$ cat config.mk
export PLATFORM = sky130hd
export DESIGN_NAME = regfile_wb_arbiter_flat
export DESIGN_NICKNAME = d
export VERILOG_FILES = /design/src/rtl/regfile_wb_arbiter_pkg.sv /design/src/rtl/regfile_wb_arbiter_if.sv /design/src/rtl/regfile_wb_arbiter_rr.sv /design/src/rtl/regfile_wb_arbiter.sv /design/src/flat_wrapper.sv
export SDC_FILE = /design/constraint.sdc
export NUM_CORES = 1
export LEC_CHECK = 0
export ABC_AREA = 1
export CAP_MARGIN = 0
export CORE_ASPECT_RATIO = 1.75
export CORE_MARGIN = 2
export CORE_UTILIZATION = 49
export DETAILED_ROUTE_END_ITERATION = 8
export GPL_TIMING_DRIVEN = 0
export HOLD_SLACK_MARGIN = 0.1
export PLACE_DENSITY = 0.87
export SYNTH_ARGS = -nofsm -noshare
export SYNTH_HDL_FRONTEND = slang
export SYNTH_SLANG_ARGS = --single-unit
export TNS_END_PERCENT = 1
$ cat constraint.sdc
create_clock -name clk -period 3.6 [get_ports clk]
set_input_delay 0.36 -clock clk [delete_from_list [all_inputs] [get_ports clk]]
set_output_delay 0.36 -clock clk [all_outputs]
set_load 0.005 [all_outputs]
$ cat src/rtl/regfile_wb_arbiter_pkg.sv
// Shared constants for the writeback path: register file geometry and requester indices.
package mips_pkg;

  localparam int unsigned DATA_W     = 32;
  localparam int unsigned ADDR_W     = 5;
  localparam int unsigned NUM_REGS   = 32;
  localparam int unsigned REG_ZERO   = 0;

  localparam int unsigned REQ_ALU    = 0;
  localparam int unsigned REQ_LOAD   = 1;
  localparam int unsigned REQ_MULDIV = 2;

endpackage

$ cat src/rtl/regfile_wb_arbiter_if.sv
// Writeback request bus: NREQ producers each offering one register write under valid/ready.
interface regfile_wb_arbiter_if #(
  parameter int unsigned NREQ   = 3,
  parameter int unsigned DATA_W = 32,
  parameter int unsigned ADDR_W = 5
);

  logic [NREQ-1:0]        req_valid;
  logic [NREQ*ADDR_W-1:0] req_addr;
  logic [NREQ*DATA_W-1:0] req_data;
  logic [NREQ-1:0]        req_ready;

  modport master (
    output req_valid,
    output req_addr,
    output req_data,
    input  req_ready
  );

  modport slave (
    input  req_valid,
    input  req_addr,
    input  req_data,
    output req_ready
  );

endinterface

$ cat src/rtl/regfile_wb_arbiter_rr.sv
// Round-robin arbiter: one-hot grant searched from the slot after the last winner.
module rr_arbiter #(
  parameter int unsigned N = 3
) (
  input  logic         clk,
  input  logic         rst,
  input  logic [N-1:0] req,
  output logic [N-1:0] gnt
);

  localparam int unsigned PW = (N > 1) ? $clog2(N) : 1;

  logic [PW-1:0] ptr_q;
  logic [PW-1:0] ptr_d;
  logic [PW-1:0] idx;

  // No grant while in reset: a handshake there would be silently dropped.
  always_comb begin
    gnt   = '0;
    ptr_d = ptr_q;
    idx   = '0;
    if (rst) begin
      for (int unsigned k = 1; k <= N; k++) begin
        idx = PW'((32'(ptr_q) + k) % N);
        if (req[idx] && (gnt == '0)) begin
          gnt[idx] = 1'b1;
          ptr_d    = idx;
        end
      end
    end
  end

  always_ff @(posedge clk or negedge rst) begin
    if (!rst) begin
      ptr_q <= PW'(N - 1);
    end else begin
      ptr_q <= ptr_d;
    end
  end

endmodule

$ cat src/rtl/regfile_wb_arbiter.sv
// Writeback arbiter for the register file write port plus the pending-write scoreboard.
module regfile_wb_arbiter #(
  parameter int unsigned NREQ   = 3,
  parameter int unsigned DATA_W = mips_pkg::DATA_W,
  parameter int unsigned ADDR_W = mips_pkg::ADDR_W
) (
  input  logic                  clk,
  input  logic                  rst,
  regfile_wb_arbiter_if.slave   bus,
  input  logic                  rsv_valid,
  input  logic [ADDR_W-1:0]     rsv_addr,
  input  logic [ADDR_W-1:0]     q_addr1,
  input  logic [ADDR_W-1:0]     q_addr2,
  output logic                  q_busy1,
  output logic                  q_busy2,
  output logic                  WE3,
  output logic [ADDR_W-1:0]     A3,
  output logic [DATA_W-1:0]     WD3
);

  import mips_pkg::*;

  logic [NREQ-1:0]     gnt;
  logic                any_gnt;
  logic [ADDR_W-1:0]   sel_addr;
  logic [DATA_W-1:0]   sel_data;

  logic                we3_q, we3_d;
  logic [ADDR_W-1:0]   a3_q, a3_d;
  logic [DATA_W-1:0]   wd3_q, wd3_d;
  logic [NUM_REGS-1:0] sb_q, sb_d;

  rr_arbiter #(.N(NREQ)) u_rr (
    .clk (clk),
    .rst (rst),
    .req (bus.req_valid),
    .gnt (gnt)
  );

  assign bus.req_ready = gnt;

  // Grant is one-hot, so a plain overriding mux is enough.
  always_comb begin
    any_gnt  = |gnt;
    sel_addr = '0;
    sel_data = '0;
    for (int i = 0; i < int'(NREQ); i++) begin
      if (gnt[i]) begin
        sel_addr = bus.req_addr[i*int'(ADDR_W) +: ADDR_W];
        sel_data = bus.req_data[i*int'(DATA_W) +: DATA_W];
      end
    end
  end

  // Writes to $0 still consume the grant but never assert the write enable.
  always_comb begin
    we3_d = any_gnt && (sel_addr != ADDR_W'(REG_ZERO));
    a3_d  = any_gnt ? sel_addr : a3_q;
    wd3_d = any_gnt ? sel_data : wd3_q;
  end

  // A fresh reservation beats a same-cycle commit: the newer producer is still in flight.
  always_comb begin
    sb_d = sb_q;
    for (int unsigned r = 1; r < NUM_REGS; r++) begin
      if (rsv_valid && (rsv_addr == ADDR_W'(r))) begin
        sb_d[r] = 1'b1;
      end else if (we3_q && (a3_q == ADDR_W'(r))) begin
        sb_d[r] = 1'b0;
      end
    end
    sb_d[REG_ZERO] = 1'b0;
  end

  always_ff @(posedge clk or negedge rst) begin
    if (!rst) begin
      we3_q <= 1'b0;
      a3_q  <= '0;
      wd3_q <= '0;
      sb_q  <= '0;
    end else begin
      we3_q <= we3_d;
      a3_q  <= a3_d;
      wd3_q <= wd3_d;
      sb_q  <= sb_d;
    end
  end

  assign WE3     = we3_q;
  assign A3      = a3_q;
  assign WD3     = wd3_q;
  assign q_busy1 = sb_q[q_addr1];
  assign q_busy2 = sb_q[q_addr2];

endmodule

$ cat src/flat_wrapper.sv
// flat-port wrapper written by rule: the top's interface ports become plain ports
module regfile_wb_arbiter_flat import mips_pkg::*;
#(
  parameter int unsigned NREQ   = 3,
  parameter int unsigned DATA_W = mips_pkg::DATA_W,
  parameter int unsigned ADDR_W = mips_pkg::ADDR_W
)
  (clk, rst, rsv_valid, rsv_addr, q_addr1, q_addr2, q_busy1, q_busy2, WE3, A3, WD3, bus_req_valid, bus_req_addr, bus_req_data, bus_req_ready);
  regfile_wb_arbiter_if #(.NREQ(NREQ), .DATA_W(DATA_W), .ADDR_W(ADDR_W)) bus_i ();
  input  logic clk;
  input  logic rst;
  input  logic rsv_valid;
  input  logic [ADDR_W-1:0] rsv_addr;
  input  logic [ADDR_W-1:0] q_addr1;
  input  logic [ADDR_W-1:0] q_addr2;
  output logic q_busy1;
  output logic q_busy2;
  output logic WE3;
  output logic [ADDR_W-1:0] A3;
  output logic [DATA_W-1:0] WD3;
  input wire logic [$bits(bus_i.req_valid)-1:0] bus_req_valid;
  input wire logic [$bits(bus_i.req_addr)-1:0] bus_req_addr;
  input wire logic [$bits(bus_i.req_data)-1:0] bus_req_data;
  output wire logic [$bits(bus_i.req_ready)-1:0] bus_req_ready;
  assign bus_i.req_valid = bus_req_valid;
  assign bus_i.req_addr = bus_req_addr;
  assign bus_i.req_data = bus_req_data;
  assign bus_req_ready = bus_i.req_ready;
  regfile_wb_arbiter #(.NREQ(NREQ), .DATA_W(DATA_W), .ADDR_W(ADDR_W)) u_core (.clk(clk), .rst(rst), .bus(bus_i), .rsv_valid(rsv_valid), .rsv_addr(rsv_addr), .q_addr1(q_addr1), .q_addr2(q_addr2), .q_busy1(q_busy1), .q_busy2(q_busy2), .WE3(WE3), .A3(A3), .WD3(WD3));
endmodule
Word level (Yosys, flattened, before mapping)
Cells that the tools add are included.

Add/sub/neg operators: 3. Divide/modulo/power cells: 3. Order comparisons: 8. Equality and inequality tests: 62. Muxes and demuxes: 93. Bitwise operators: 2. Reductions and logical operators: 105.

Operators with widths (count): 5-bit == test, second input constant (32); 32-bit by 2-bit remainder unit with 32-bit output, second input constant (3); 32-bit two-way mux (3); 5-bit by 4-bit == test with 1-bit output, second input constant (16); 1-bit two-way mux (70); 1-bit logical AND (68); 2-bit nonzero test (31); 5-bit by 3-bit == test with 1-bit output, second input constant (8); 5-bit by 2-bit == test with 1-bit output, second input constant (4); 3-bit two-way mux (6); 5-bit two-way mux (3); 5-bit by 6-bit less-than comparator with 1-bit output, second input constant (2); 1-bit binary-select mux with 5-bit select (2); 5-bit by 1-bit == test with 1-bit output, second input constant (2); 2-bit by 3-bit less-than comparator with 1-bit output, second input constant (3); 2-bit by 2-bit adder with 3-bit output, second input constant (2); 1-bit binary-select mux with 2-bit select (3); 1-bit demux with 2-bit select (3); 2-bit by 1-bit >= comparator with 1-bit output, second input constant (3); 3-bit zero test (2); 2-bit two-way mux (3); 3-bit bitwise OR (2); 5-bit nonzero test (1); 2-bit by 1-bit adder with 3-bit output, second input constant (1); 3 further kinds (3).

Register bits: 71. Word-level logic and storage cells: 311.

Longest topological paths before layout
Depth in word-level cells: 21. Depth in mapped cells: 19.

By module
From an unflattened synthesis, not the netlist that was laid out.

Cell total of the unflattened synthesis: 706. Area total of the unflattened synthesis: 4659.5 sq um.

Modules (own cells, without submodules): regfile_wb_arbiter (instances 1, cells an instance 631, area an instance 4184.0 sq um, sequential area each 1726.7 sq um); rr_arbiter (instances 1, cells an instance 75, area an instance 475.5 sq um, sequential area each 51.3 sq um).

Worst setup path before layout
Ideal clock, no wire load.

Kind: register -> output. Start: register u_core.u_rr.ptr_q[1]. End: output port bus_req_ready[2]. Arrival time: 1.947 ns. Slack: 1.293 ns. Cell stages (with the launch flop): 15. Buffers on the path: 1. Cell sequence: dfstp_2 inv_1 ha_1 inv_2 nand3_2 nand2_2 nand2_4 nand2_2 nand2_2 nor2_2 nand3_1 nand2_1 nand2_2 inv_1 buf_6.

Cells in the longest elaborated chain, start to end: 16.

Ends and longest elaborated chain: start: declaration (line regfile_wb_arbiter_rr.sv:13) `logic [PW-1:0] ptr_q;`; start signal: assignment (line regfile_wb_arbiter_rr.sv:35) `ptr_q <= PW'(N - 1);`; start signal: assignment (line regfile_wb_arbiter_rr.sv:37) `ptr_q <= ptr_d;`; 2-bit by 1-bit adder with 3-bit output (line regfile_wb_arbiter_rr.sv:24) `idx = PW'((32'(ptr_q) + k) % N);`; 32-bit by 2-bit remainder unit with 32-bit output (line regfile_wb_arbiter_rr.sv:24); 2-bit by 3-bit less-than comparator with 1-bit output (implied by the code) or 2-bit by 1-bit >= comparator with 1-bit output (tied branches) (line regfile_wb_arbiter_rr.sv:26) `gnt[idx] = 1'b1;`; 1-bit logical AND (implied by the code) (line regfile_wb_arbiter_rr.sv:26); 1-bit two-way mux (implied by the code) (line regfile_wb_arbiter_rr.sv:26); 1-bit demux with 2-bit select (line regfile_wb_arbiter_rr.sv:26); 3-bit two-way mux (line regfile_wb_arbiter_rr.sv:25) `if (req[idx] && (gnt == '0)) begin`; 3-bit two-way mux (line regfile_wb_arbiter_rr.sv:22) `if (rst) begin`; 3-bit zero test (line regfile_wb_arbiter_rr.sv:25); 1-bit logical AND (line regfile_wb_arbiter_rr.sv:25); 3-bit two-way mux (line regfile_wb_arbiter_rr.sv:25); 3-bit two-way mux (line regfile_wb_arbiter_rr.sv:22); 3-bit zero test (line regfile_wb_arbiter_rr.sv:25); 1-bit logical AND (line regfile_wb_arbiter_rr.sv:25); 3-bit two-way mux (*) (line regfile_wb_arbiter_rr.sv:25); 3-bit two-way mux (*) (line regfile_wb_arbiter_rr.sv:22); end: declaration (line flat_wrapper.sv:24) `output wire logic [$bits(bus_i.req_ready)-1:0] bus_req_ready;`.

Every way passes the cells marked *; elsewhere a longest branch is shown, timed or not. The select of a mux whose other input is x is not followed.

Worst setup path in the final report
Ends and elaborated chain as after synthesis.

==> flow_summary.toml <==
[run_status]
status = "finished, violations left"
violations = "design-rule violations"

[worst_setup_path]
r2r_end = "u_core.WE3$_DFF_PN0_"
r2r-start = "u_core.u_rr.ptr_q[1]$_DFFE_PN1P_"
reg2reg_slack_ps = 870
crit_type = "flop to output pin"
worst-path-max-fanout = 10
cp-end-kind = "output pin"
slowest_stage = "dfstp_2"
worstSetupStartpointType = "flop"
cpMostUsedCell = "nand2_2"
reg2regPathDepth = 15
crit_buf_inv = 5
cp_num_cells = 15
critPathTopFamily = "buffers and inverters"
crit_chain = "inv_1, ha_1, inv_2, nand3_2, nand2_2, nand2_4, nand2_2, nand2_2, nor2_2, nand3_1, nand2_1, nand2_2, inv_2, buf_6, clkdlybuf4s50_1"
slowest_delay_ps = 550
critPathRequiredTime_ps = 3240
crit_arrival_ps = 3080

[logic_synthesis]
yosysSeqAreaShare = 0.365
netlist.area_leader.share = 0.360
synth-warning-count = 0
syn_nets = 847
synthTopCellsByArea = "dfrtp_1 36%, nand2_1 22%, o21ai_0 7.2%"
syn_area_per_cell_sq_um = 6.85
ys_types = 35
synth_area_leader_cell = "dfrtp_1"
netlist_area_sq_mm = 0.00487
netlist_instances = 711
synth-seq-cells = 71

[pwr]
p_leak_nw = 3.32
pwr_density_cell_mw_per_mm2 = 841
irDropWorstVdd_uv = 537

[clock_tree]
hold_buffers = 0
clk_path_buf_depth = 2
cts_setup_buffers = 0
cts_tree = "done"
numCtsBuffers = 9
clock_latency_ps = 340
h-tree-depth = 3
root_buffer = "clkbuf_16"
cts.reportedPaths.clkPinSlew_ps = 60
clock_sinks = 71

[sta]
tightest_slew_ps = 917
tns_ps = 0
finalClockSkew_ps = 5.93
slew_violations = 0
slew_headroom = 0.389
finalCritPeriodShare = 0.957
hold_viol = 0
period_needed_ps = 3440
timing.fmax_mhz = 290
rsz0062_at_grt = "false"
setup_viol = 0

[global_route]
grt_max_degree = 74
antenna_found_initial = 0
grt_pass1_vias = 5756
grt_pass1_wl_mm = 26.2
grt_usage = 0.310
grt_overflow = 0

[floorplan]
die_w_um = 79.4
initial_core_util = 0.498
die-area_sq_mm = 0.0108
rows = 48
io_pins = 175
coreArea_sq_mm = 0.00979
die_y_um = 136

[route]
drtPass1Iterations = 7
drt-vias-per-instance = 5.48
drc = 1
ant_nets = 0
routedWlPerCell_um = 16.4
first_iter_violations = 516
vias = 5624
wirelength_mm = 16.8

[finish]
diodes = 0
syn2layout_area_growth_pct = 45.4
drive_gt1_frac = 0.118
post-route-util = 0.723
nets = 1032
nFillCells = 736
fin_cells = 1026

[place]
portBuffers = 174
place_hpwl_mm = 13.0
dpl.cell_count = 1010
place.gp.congestion = 0.905

[run]
cap_violations = 0

[hold_path]
hold_class = "input pin to async pin"
## synth_stat cells (all sizes together)
master  number
nand3       53
a211oi       1
inv         51
dfrtp       70
o31ai        3
buf         15
clkbuf      13
a21oi       22
clkinv       1
o211ai      11
dfstp        1
o221ai       1
a311oi       1
a31oi        3
o22ai        5
o21ai       73
ha           4
nand4        5
nand3b       1
or2          1
nor2        64
nand2      312
## registers in the layout, indices dropped and copies added, names as in the netlist
name               count
u_core.A3              5
u_core.WD3            32
u_core.sb_q           31
u_core.u_rr.ptr_q      2
u_core.WE3             1
## cell type report
cell class,count,area [sq um],area share
Multi-Input combinational cell,560,2690,0.380
Sequential cell,71,1780,0.251
Timing Repair Buffer,174,1740,0.246
Clock buffer,10,229,0.0323
Buffer,28,209,0.0295
Inverter,52,195,0.0276
Tap cell,125,156,0.0221
Clock inverter,6,85.1,0.0120
## metrics by stage
step | instance area [sq um] | setup WS, ps | hold WS, ps | power, mW
after global routing | 7080 | 16.7 | 231 | 6.39
after CTS | 7080 | 84.8 | 195 | 5.94
after global placement | 6770 | -1550 | 466 | 4.80
after detailed placement | 6770 | 484 | 470 | 4.94
final | 7080 | 156 | 159 | 5.95
after floorplan | 4870 | 1290 | 64.4 | 3.67
## report_power, final
group	internal (mW)	switching [mW]	leakage, nW
Sequential	1.21	0.276	0.840
Combinational	1.48	2.04	2.33
Clock	0.604	0.351	0.148
Total	3.29	2.66	3.32
## per-layer routing
metal  vias up  GRT usage  wire, um
met1      2613      0.297      5640
met2       290      0.597      9350
met3        58     0.0784      1200
met4         0      0.151       624
li1       2663          -         -
met5         -          0         0
## placed cells by master (no fill, tap or decap), types with 9 or more instances in the layout
cell type	count
nand2_1	281
a21oi_1	21
inv_1	42
nand2_2	27
nor2_1	61
clkbuf_1	10
inv_2	9
clkbuf_16	9
dfrtp_1	70
o21ai_0	70
clkdlybuf4s50_1	173
nand3_1	28
o211ai_1	11
nand3_2	23
## repair_timing
action | 4_1_cts | 5_1_grt
endpoints found under the setup margin | 0 | 1
resized for setup | 0 | 1
hold endpoints to repair | 0 | 0
## worst max path at each step
stage	start	to	slack [ps]
finish	u_core.u_rr.ptr_q[1]$_DFFE_PN1P_	bus_req_ready[2]	160
global route	u_core.u_rr.ptr_q[1]$_DFFE_PN1P_	bus_req_ready[2]	20
CTS	u_core.u_rr.ptr_q[1]$_DFFE_PN1P_	bus_req_ready[2]	80
detailed placement	u_core.u_rr.ptr_q[1]$_DFFE_PN1P_	bus_req_ready[2]	480
global placement	rst	bus_req_ready[2]	-1550
floorplan	u_core.u_rr.ptr_q[1]$_DFFE_PN1P_	bus_req_ready[2]	1290
## cells by family (layout without fill, tap and decap cells)
logic type | Yosys count | after routing | synth area share
flops | 71 | 71 | 0.365
compound gates | 120 | 120 | 0.137
fa+ha+maj | 4 | 4 | 0.0103
simple gates | 436 | 436 | 0.405
buf+inv | 80 | 270 | 0.0829
## worst reg2reg max path, stage by stage (launching register included)
cell and delay [ps]:
dfstp_2 550, inv_1 70, ha_1 260, inv_2 130
nand3_2 120, nand2_2 140, nand2_1 100, nor2_1 220
a31oi_1 130, nor2_2 170, buf_4 210, nor2_1 70
nor2_1 170, nor2_1 80, nor2_1 100, nand3_1 80
(Power assumes the default switching activity.)
